--- config.mk ---
export PLATFORM = sky130hd
export DESIGN_NAME = systolic_skew_feeder
export DESIGN_NICKNAME = d
export VERILOG_FILES = /design/src/rtl/systolic_skew_feeder.sv
export SDC_FILE = /design/constraint.sdc
export NUM_CORES = 1
export LEC_CHECK = 0
export BUFFER_PORTS_ARGS = -buffer_cell sky130_fd_sc_hd__buf_2
export CORE_UTILIZATION = 55
export CTS_CLUSTER_SIZE = 14
export DETAILED_ROUTE_END_ITERATION = 8
export PLACE_DENSITY = 0.7
export SETUP_SLACK_MARGIN = 0.4
export SYNTH_ARGS = -nofsm -noshare
export SYNTH_HDL_FRONTEND = slang
export SYNTH_SLANG_ARGS = --single-unit
--- constraint.sdc ---
create_clock -name clk -period 2.7 [get_ports clk]
set_input_delay 0 -clock clk [delete_from_list [all_inputs] [get_ports clk]]
set_output_delay 0 -clock clk [all_outputs]
set_load 0.1 [all_outputs]
--- src/rtl/systolic_skew_feeder.sv ---
`timescale 1ns/1ps
// systolic_skew_feeder
// Collects operand matrices A and B from a byte stream and feeds them into an
// NxN boolean (AND/OR) systolic array. A enters along the left edge and B along
// the top edge, each with a diagonal skew. The block then flushes the array and
// drains the product out of its bottom row.
// N must be a power of two: the low cnt bits double as the buffer row index.
module systolic_skew_feeder #(
    parameter int N     = 8,
    parameter int FLUSH = 2*N-2
) (
    input  logic         clk,
    input  logic         reset,
    input  logic [N-1:0] in_data,
    input  logic         in_valid,
    output logic         in_ready,
    output logic [N-1:0] col_bus,
    output logic [N-1:0] row_bus,
    output logic         readout,
    output logic         busy,
    output logic         done
);
    // state     | meaning
    // ----------+-----------------------------------------------------------
    // S_LOAD    | accept 2N bytes: A rows 0..N-1, then B rows 0..N-1
    // S_STREAM  | drive skewed operands for t = 0..2N-2
    // S_FLUSH   | FLUSH idle cycles so the last operands reach cell (N-1,N-1)
    // S_READOUT | N cycles shifting accumulators out of the bottom row

    localparam int CW = $clog2(2*N);
    localparam int IW = $clog2(N);

    localparam logic [CW-1:0] LOAD_LAST   = CW'(2*N-1);
    localparam logic [CW-1:0] STREAM_LAST = CW'(2*N-2);
    localparam logic [CW-1:0] FLUSH_LAST  = CW'(FLUSH-1);
    localparam logic [CW-1:0] READ_LAST   = CW'(N-1);
    localparam logic [CW-1:0] B_FIRST     = CW'(N);

    typedef enum logic [1:0] {
        S_LOAD    = 2'd0,
        S_STREAM  = 2'd1,
        S_FLUSH   = 2'd2,
        S_READOUT = 2'd3
    } state_t;

    state_t         state_q, state_d;
    logic [CW-1:0]  cnt_q, cnt_d;
    logic [N-1:0]   a_q [N];
    logic [N-1:0]   b_q [N];
    logic [N-1:0]   col_q, col_d;
    logic [N-1:0]   row_q, row_d;
    logic           readout_q, readout_d;
    logic           done_q, done_d;
    logic           load_we;

    // Next-state, counter and next values of the registered array-side outputs.
    always_comb begin
        state_d   = state_q;
        cnt_d     = cnt_q;
        col_d     = '0;
        row_d     = '0;
        readout_d = 1'b0;
        done_d    = 1'b0;
        load_we   = 1'b0;
        case (state_q)
            S_LOAD: begin
                if (in_valid) begin
                    load_we = 1'b1;
                    if (cnt_q == LOAD_LAST) begin
                        cnt_d   = '0;
                        state_d = S_STREAM;
                    end else begin
                        cnt_d = cnt_q + 1'b1;
                    end
                end
            end
            S_STREAM: begin
                // Diagonal skew: lane j carries the operand with index t-j.
                for (int j = 0; j < N; j++) begin
                    for (int k = 0; k < N; k++) begin
                        if (int'(cnt_q) == j + k) begin
                            col_d[j] = col_d[j] | b_q[k][j];
                            row_d[j] = row_d[j] | a_q[j][k];
                        end
                    end
                end
                if (cnt_q == STREAM_LAST) begin
                    cnt_d   = '0;
                    state_d = S_FLUSH;
                end else begin
                    cnt_d = cnt_q + 1'b1;
                end
            end
            S_FLUSH: begin
                if (cnt_q == FLUSH_LAST) begin
                    cnt_d   = '0;
                    state_d = S_READOUT;
                end else begin
                    cnt_d = cnt_q + 1'b1;
                end
            end
            S_READOUT: begin
                // Buses stay zero so the array clears as its rows shift out.
                readout_d = 1'b1;
                if (cnt_q == READ_LAST) begin
                    done_d  = 1'b1;
                    cnt_d   = '0;
                    state_d = S_LOAD;
                end else begin
                    cnt_d = cnt_q + 1'b1;
                end
            end
            default: begin
                state_d = S_LOAD;
                cnt_d   = '0;
            end
        endcase
    end

    // State, counter and registered outputs.
    always_ff @(posedge clk) begin
        if (reset) begin
            state_q   <= S_LOAD;
            cnt_q     <= '0;
            col_q     <= '0;
            row_q     <= '0;
            readout_q <= 1'b0;
            done_q    <= 1'b0;
        end else begin
            state_q   <= state_d;
            cnt_q     <= cnt_d;
            col_q     <= col_d;
            row_q     <= row_d;
            readout_q <= readout_d;
            done_q    <= done_d;
        end
    end

    // Operand buffers: the first N bytes fill A, the next N fill B.
    always_ff @(posedge clk) begin
        if (reset) begin
            a_q <= '{default: '0};
            b_q <= '{default: '0};
        end else if (load_we) begin
            if (cnt_q < B_FIRST) begin
                a_q[cnt_q[IW-1:0]] <= in_data;
            end else begin
                b_q[cnt_q[IW-1:0]] <= in_data;
            end
        end
    end

    assign in_ready = (state_q == S_LOAD);
    assign busy     = (state_q != S_LOAD);
    assign col_bus  = col_q;
    assign row_bus  = row_q;
    assign readout  = readout_q;
    assign done     = done_q;

endmodule
Word level (Yosys, flattened, before mapping)
Cells that the tools add are included.
- output and inout port bits: 20
- bits in registers: 152
- input bits: 11
- equality and inequality tests: 26
- multiplexer cells: 260
- reductions and logical operators: 9
- bitwise operators: 116
- $lt $le $gt $ge: 3
- add/subtract/negate cells: 1
- operators by type and width (cell ; count):
    $mux W1 ; 244
    $bwmux W64 ; 2
    $or A1 B1 Y1 ; 112
    $eq A4 B4 Y1 const B ; 11
    $demux W8 S3 ; 1
    $eq A4 B3 Y1 const B ; 5
    $mux W4 ; 5
    $pmux W4 S4 ; 1
    $mux W2 ; 5
    $eq A4 B2 Y1 const B ; 2
    $mux W8 ; 1
    $ne A2 B2 Y1 const B ; 4
    $pmux W2 S4 ; 1
    $reduce_and A5 Y1 ; 1
    $add A4 B1 Y4 const B ; 1
    $eq A2 B2 Y1 const B ; 2
    $ge A4 B4 Y1 const B ; 1
    $logic_not A4 Y1 ; 1
    $lt A4 B1 Y1 const B ; 1
    $lt A4 B4 Y1 const B ; 1
    $not A3 Y4 ; 1
    $reduce_and A2 Y1 ; 2
    $reduce_or A2 Y1 ; 2
    $not A1 Y1 ; 3
    other kinds (5) ; 5

Longest topological paths before layout
Gate-level depths: netlist of run 1.
- depth in word-level cells: 23
- gate-level depth with buffers: 9
- gate-level depth less buffers: 6

Worst setup path after synthesis of run 1
OpenSTA, ideal clock, no wires.
- kind: register -> register
- start point: reg state_q[0]
- end point: reg cnt_q[1]
- data arrival time: 2713 ps
- library setup time: 114 ps
- data required time: 2586 ps
- path slack: -127 ps
- cell stages (with the launch flop): 8
- path through: dfxtp_1 -> inv_1 -> ha_1 -> buf_4 -> inv_1 -> nor2_1 -> nor3_2 -> a2111oi_0
- longest elaborated chain between the ends: 2
- ends and longest elaborated chain (item ; RTL line ; source):
    from (decl) ; 46 ; state_t state_q, state_d;
    from (signal assigned) ; 130 ; state_q <= state_d;
    $logic_not A2 Y1 * ; - ;
    via in_ready ; 16 ; output logic in_ready,
    $pmux W4 S4 or $ne A2 B2 Y1 (tied branches) ; - ;
    to (signal assigned) ; 131 ; cnt_q <= cnt_d;
    to (decl) ; 47 ; logic [CW-1:0] cnt_q, cnt_d;
The timed path passes the listed nets; every way through them passes the cells marked *.
A chain may end at the register's enable or synchronous reset.

Worst setup path in the final report of run 1
- start point: reg cnt_q[1]
- end point: reg col_q[6], in the netlist col_bus[6]
- longest elaborated chain between the ends: 23
- ends and longest elaborated chain (item ; RTL line ; source):
    $eq A4 B4 Y1 ; 81 ; if (int'(cnt_q) == j + k) begin
    $mux W1 ; 81 ;
    $mux W1 ; 65 ; case (state_q)
    $or A1 B1 Y1 ; 82 ; col_d[j] = col_d[j] | b_q[k][j];
    $mux W1 ; 81 ;
    $mux W1 ; 65 ;
    $or A1 B1 Y1 ; 82 ;
    $mux W1 ; 81 ;
    [7 not listed] ; - ;
    $or A1 B1 Y1 ; 82 ;
    $mux W1 ; 81 ;
    $mux W1 ; 65 ;
    $or A1 B1 Y1 ; 82 ;
    $mux W1 ; 81 ;
    $mux W1 ; 65 ;
    $or A1 B1 Y1 ; 82 ;
    $mux W1 * ; 81 ;
    to (signal assigned) ; 132 ; col_q <= col_d;
    to (decl) ; 50 ; logic [N-1:0] col_q, col_d;
Mark *: on every way between the ends. The rest lies on a longest branch, timed or not. The select of a mux whose other input is x is not followed.

==> results of run 1 <==
[through the flow]
step | hold WS, ns | util [%]
final | 0.0314 | 63.8
after global routing | 0.0212 | 63.8
after CTS | 0.0104 | 63.8
after detailed placement | 0.460 | 58.7
after global placement | 0.451 | 58.7
after floorplan | 0.0794 | -
[worst min-delay path: stages]
cell and delay (ns):
buf_2 0.24, nand2_1 0.11, a21oi_1 0.05
[worst paths after layout]
check,startpoint,to,slack (ns),cells past startpoint
min reg2reg,b_q[21]$_SDFFE_PP0P_,b_q[21]$_SDFFE_PP0P_,0.47,2
min,in_data[0],b_q[32]$_SDFFE_PP0P_,0.03,3
max reg2reg,cnt_q[1]$_SDFFE_PP0P_,col_bus[6]$_SDFF_PP0_,0.52,6
max,cnt_q[1]$_SDFFE_PP0P_,col_bus[6]$_SDFF_PP0_,0.52,6
[routing by layer]
layer	GRT usage [%]	part of all wire, %	routed length, µm	up-vias
met1	43.3	44	7820	2732
met5	0	0	0	-
met3	6.58	8.2	1480	36
li1	-	-	-	2615
met2	49.8	46	8250	250
met4	11.4	2.2	386	0
[state kept, by name, summed over array words and instances (netlist names)]
signal / cells
readout: 1
row_bus: 8
a_q: 64
b_q: 64
state_q: 2
col_bus: 8
done: 1
cnt_q: 4
[cells in the mapped netlist (3+ instances only)]
master	count
dfxtp_1	152
nand2_1	88
nor2_1	83
a21oi_1	76
mux2i_1	67
o21ai_0	67
clkbuf_1	50
a22oi_1	29
a222oi_1	12
inv_1	9
ha_1	8
a31oi_1	7
nand3_1	7
a22o_1	6
nor2_2	6
buf_2	5
nand2b_1	5
or3_1	5
a221oi_1	4
buf_4	4
buf_6	4
nor2b_1	4
and3_1	3
nand3_2	3
[layout make-up]
type,instances,area (µm²)
Fill cell,983,4130
Multi-Input combinational cell,509,3100
Sequential cell,152,3040
Clock buffer,22,484
Timing Repair Buffer,55,340
Tap cell,143,179
Clock inverter,9,97.6
Inverter,10,41.3
[power breakdown]
group          total, W  internal [W]  switching (W)
clock network   0.00234       0.00144       0.000898
logic          0.000295     0.0000751       0.000220
registers       0.00228       0.00227      0.0000148
total           0.00492       0.00378        0.00113
[cell families after synthesis]
kind of cell             after synthesis  synth area share, %
XOR/XNOR                               1                0.136
AND/OR/NAND/NOR                      217                 15.1
multiplexers                          67                 10.4
buffers and inverters                 75                 5.16
AO/OA/AOI/OAI                        216                 20.5
flip-flops                           152                 47.2
adder cells (fa/ha/maj)                8                 1.55
==> flow_summary.yaml, run 1 <==
floorplan:
  start_util_pct: 56.5
  rows: 39
  die_x_um: 110
  boundaryPins: 31
  coreArea_mm2: 0.0114
  fp.dieH_um: 110
  die_area_mm2: 0.0122
place:
  place.gp.congestion: 0.836
  dp_hpwl_um: 10900
  placed_area_mm2: 0.00670
  place_ws_ns: 0.428
  dp_cells: 869
  io_buffers: 30
grt:
  grt_max_degree: 55
  grt_use_total_pct: 31.8
  grt.overflow.total: 0
  grt_pass1_vias: 5279
  antenna_found_initial: 0
  grt_first_pass_wirelength_um: 28500
logic_synthesis:
  ys_ff_latch: 152
  synth_edf_count: 0
  syn_inst: 736
  ys_seq_area_share_pct: 47.2
  synth.area.top_cells: "dfxtp_1, mux2i_1, a21oi_1"
  synth_ff_type: "dfxtp_1"
  synth_area_leader_cell: "dfxtp_1"
  yosys_warnings: 0
  synth.top_cell.area_share_pct: 47.2
  netlist_area_mm2: 0.00645
  synth.distinct_cells: 51
  avgSynthCellArea_um2: 8.77
  syn-num-nets: 755
  async_flop_share_pct: 0
cells_and_area:
  area_growth_pct: 12.9
  final_cell_mix: "dfxtp_1, nand2_1, nor2_1"
  insertedDiodeCount: 0
  final_layout_size_suffix_gt1_share_pct: 14.0
  stdcell_area_mm2: 0.00728
  final_common_cell: "dfxtp_1"
  layout.nets: 764
  finalNonFillerCells: 900
timing:
  layout_setup_ws_ns: 0.518
  hold_viol: 0
  relSlewSlack_pct: 53.1
  min_period_over_period_pct: 80.8
  worst_pin_slew_ns: 0.703
  maxSlewViolCount: 0
  tns_ns: 0
  final-setup-viol-count: 0
  max_freq_mhz: 458
  rsz0062_at_grt: "no"
  min_period_ns: 2.18
  finClkSkew_ns: 0.00686
setup_path:
  cpMaxStageDelayCell: "or4_1"
  path_max_fanout: 18
  path_cells: "inv_1 -> ha_2 -> buf_4 -> a221oi_1 -> or4_1 -> a21oi_1"
  arrival_ns: 2.54
  cpPeakStageDelay_ns: 0.51
  crit_required_ns: 3.05
  end_kind: "flip-flop"
  critPathBufInv: 2
  crit_type: "reg -> reg"
  startpoint_type: "flip-flop"
  crit_family: "buffers and inverters"
routing:
  first_pass_iters: 6
  antenna_left: 0
  drc: 0
  detail_route.iter0.violations: 499
  wire_per_inst_um: 19.9
  dr_total_vias: 5633
  vias_per_cell: 6.26
  routed_wl_um: 17900
run:
  max-cap-violations: 0
pwr:
  leakage_nw: 2.88
  vdd_drop_max_mv: 0.589
  pwr_density_cell_mw_per_mm2: 675
  power.total_w: 0.00492
clock_tree:
  postCtsSetupRepairBufs: 0
  ctsResizeCount: 1
  cts_tree: "yes"
  clock_path_buffers: 2
  cts_num_sinks: 152
  cts-buffers-inserted: 17
  postCtsHoldBufs: 0
  clk_latency_ns: 0.43
  htreeDepth: 4
  cts-root-buf: "clkbuf_16"
  clk_pin_slew_ns: 0.06
status:
  status: "finished clean"
worst_hold_path:
  min_path_type: "in -> reg"
(Power assumes the default switching activity.)
==> run 2, diff against run 1 <==
- PLACE_DENSITY: 0.7 -> 0.72
- clock period: 2.7 -> 1.8 ns (I/O delays scaled with it)
==> flow_summary.yaml, run 2 (synthesis gave the netlist of run 1 again) <==
routing:
  dr_total_vias: 6088
  wire_per_inst_um: 21.3
  wl_met1_um: 8750
  routed.top_layer: "met4"
  wl_met2_um: 9840
  detail_route.iter0.violations: 703
  drc: 0
  first_pass_iters: 6
  routed_wl_um: 20700
  vias_per_cell: 6.26
  antenna_left: 0
  wl_met3_um: 1460
worst_hold_path:
  worstHoldStart: "in_data[3]"
  min_path_type: "in -> reg"
  hold_depth: 3
  hold_end: "a_q[3]$_SDFFE_PP0P_"
setup_path:
  crit_family: "flip-flops"
  rr_startpoint: "state_q[1]$_SDFFE_PP0P_"
  end_kind: "flip-flop"
  timing.critical_path.mode_cell: "buf_4"
  startpoint_type: "flip-flop"
  critPathBufInv: 2
  ff2ff_setup_slack_ns: 0.08
  path_cells: "buf_4 -> ha_2 -> o2bb2ai_4 -> o221ai_2 -> buf_4 -> nor3_4 -> mux2i_1"
  crit_required_ns: 2.15
  path_max_fanout: 4
  cpPeakStageDelay_ns: 0.34
  arrival_ns: 2.07
  cpMaxStageDelayCell: "dfxtp_2"
  worstRegToRegCells: 7
  crit_type: "reg -> reg"
  reg2reg_to: "state_q[1]$_SDFFE_PP0P_"
place:
  io_buffers: 30
  place_ws_ns: -0.0519
  dp_hpwl_um: 11600
  place.gp.congestion: 0.856
cells_and_area:
  final_util_pct: 75.2
  fillers: 804
  insertedDiodeCount: 0
  final_cell_mix: "dfxtp_1, nand2_1, nor2_1"
  final_common_cell: "dfxtp_1"
  layout.nets: 836
  reg_top3: "a_q (64), b_q (64)"
  final_layout_size_suffix_gt1_share_pct: 28.3
  area_growth_pct: 33.1
clock_tree:
  clock_path_buffers: 2
  cts_tree: "yes"
  htreeDepth: 4
  clk_pin_slew_ns: 0.06
  cts-buffers-inserted: 17
  clk_latency_ns: 0.43
  cts_num_sinks: 152
  cts-root-buf: "clkbuf_16"
timing:
  maxSlewViolCount: 0
  layout_setup_ws_ns: 0.0833
  min_period_ns: 1.72
  final-setup-viol-count: 0
  rsz0062_at_grt: "yes"
  worst_pin_slew_ns: 0.625
  hold_viol: 0
  finClkSkew_ns: 0.00574
  min_period_over_period_pct: 95.4
  relSlewSlack_pct: 58.3
  max_freq_mhz: 583
grt:
  grt_first_pass_wirelength_um: 31500
  grt_max_degree: 131
  grt.overflow.total: 0
  antenna_found_initial: 0
  grt_use_total_pct: 35.2
  grt_pass1_vias: 5769
floorplan:
  die_x_um: 110
  fp.dieH_um: 110
  boundaryPins: 31
  rows: 39
  coreArea_mm2: 0.0114
  die_area_mm2: 0.0122
  start_util_pct: 56.5
run:
  max-cap-violations: 0
pwr:
  leakage_nw: 3.41
  vdd_drop_max_mv: 0.919
  pwr_density_cell_mw_per_mm2: 899
status:
  status: "finished clean"
-- run 2: cell count changes in the layout (fill, tap and decap cells not counted), sizes merged --
cell	before	now
buf	55	121
clkinv	7	5
dlygate4sd3	0	5
clkinvlp	2	1
clkbuf	22	27
-- run 2: layout make-up --
class | count | area (µm²) | share of cell area [%]
multi-input combinational | 509 | 3510 | 40.9
tap | 143 | 179 | 2.08
sequential | 152 | 3060 | 35.6
inverter | 10 | 51.3 | 0.597
clock inverter | 6 | 87.6 | 1.02
clock buffer | 26 | 509 | 5.93
timing repair buffer | 127 | 1190 | 13.9
-- run 2: routing by layer --
layer	GRT usage, %	up-vias
li1	-	2765
met1	45.5	2983
met2	56.6	281
met3	7.41	59
met4	15.8	0
met5	0	-
-- run 2: where the power goes --
group	leakage, nW	total, W	switching (W)	internal (W)
registers	1.23	0.00343	0.0000301	0.00340
logic	1.89	0.000680	0.000411	0.000269
clock network	0.294	0.00362	0.00139	0.00223
total	3.41	0.00773	0.00183	0.00589
-- run 2: worst max path at each step --
stage                                          to                     from  slack [ns]  cells past startpoint
after detailed placement    col_bus[5]$_SDFF_PP0_    cnt_q[1]$_SDFFE_PP0P_       -0.05                      7
after CTS                   col_bus[7]$_SDFF_PP0_    cnt_q[1]$_SDFFE_PP0P_        0.17                      7
after floorplan             cnt_q[1]$_SDFFE_PP0P_  state_q[0]$_SDFFE_PP0P_       -0.31                      7
final                     state_q[1]$_SDFFE_PP0P_  state_q[1]$_SDFFE_PP0P_        0.08                      7
after global placement      col_bus[5]$_SDFF_PP0_    cnt_q[1]$_SDFFE_PP0P_       -0.02                      7
after global routing      state_q[1]$_SDFFE_PP0P_  state_q[1]$_SDFFE_PP0P_       0.002                      7
-- run 2: worst reg2reg max path, cell delays in order, from the launching register on --
cell and delay [ns]:
dfxtp_2 0.34, buf_4 0.15, ha_2 0.20, o2bb2ai_4 0.16, o221ai_2 0.11, buf_4 0.16
nor3_4 0.27, mux2i_1 0.24
-- run 2: metrics by stage --
stage | power, W | area (µm²) | hold WS [ns] | instances | setup TNS [ns]
after floorplan | 0.00380 | 6630 | 0.0794 | 736 | -6.27
after global placement | 0.00398 | 6980 | 0.347 | 888 | -0.0241
after detailed placement | 0.00399 | 6980 | 0.355 | 888 | -0.100
after CTS | 0.00767 | 8300 | 0.0194 | 964 | 0
after global routing | 0.00792 | 8590 | 0.0316 | 973 | 0
final | 0.00773 | 8590 | 0.0486 | 973 | 0
-- run 2: timing repair --
item	CTS	global route
endpoints found under the hold margin	13	0
hold buffers	5	0
endpoints found under the setup margin	151	152
resized for setup	84	53
pin swaps	47	34
cloned	0	1
setup buffers	39	8
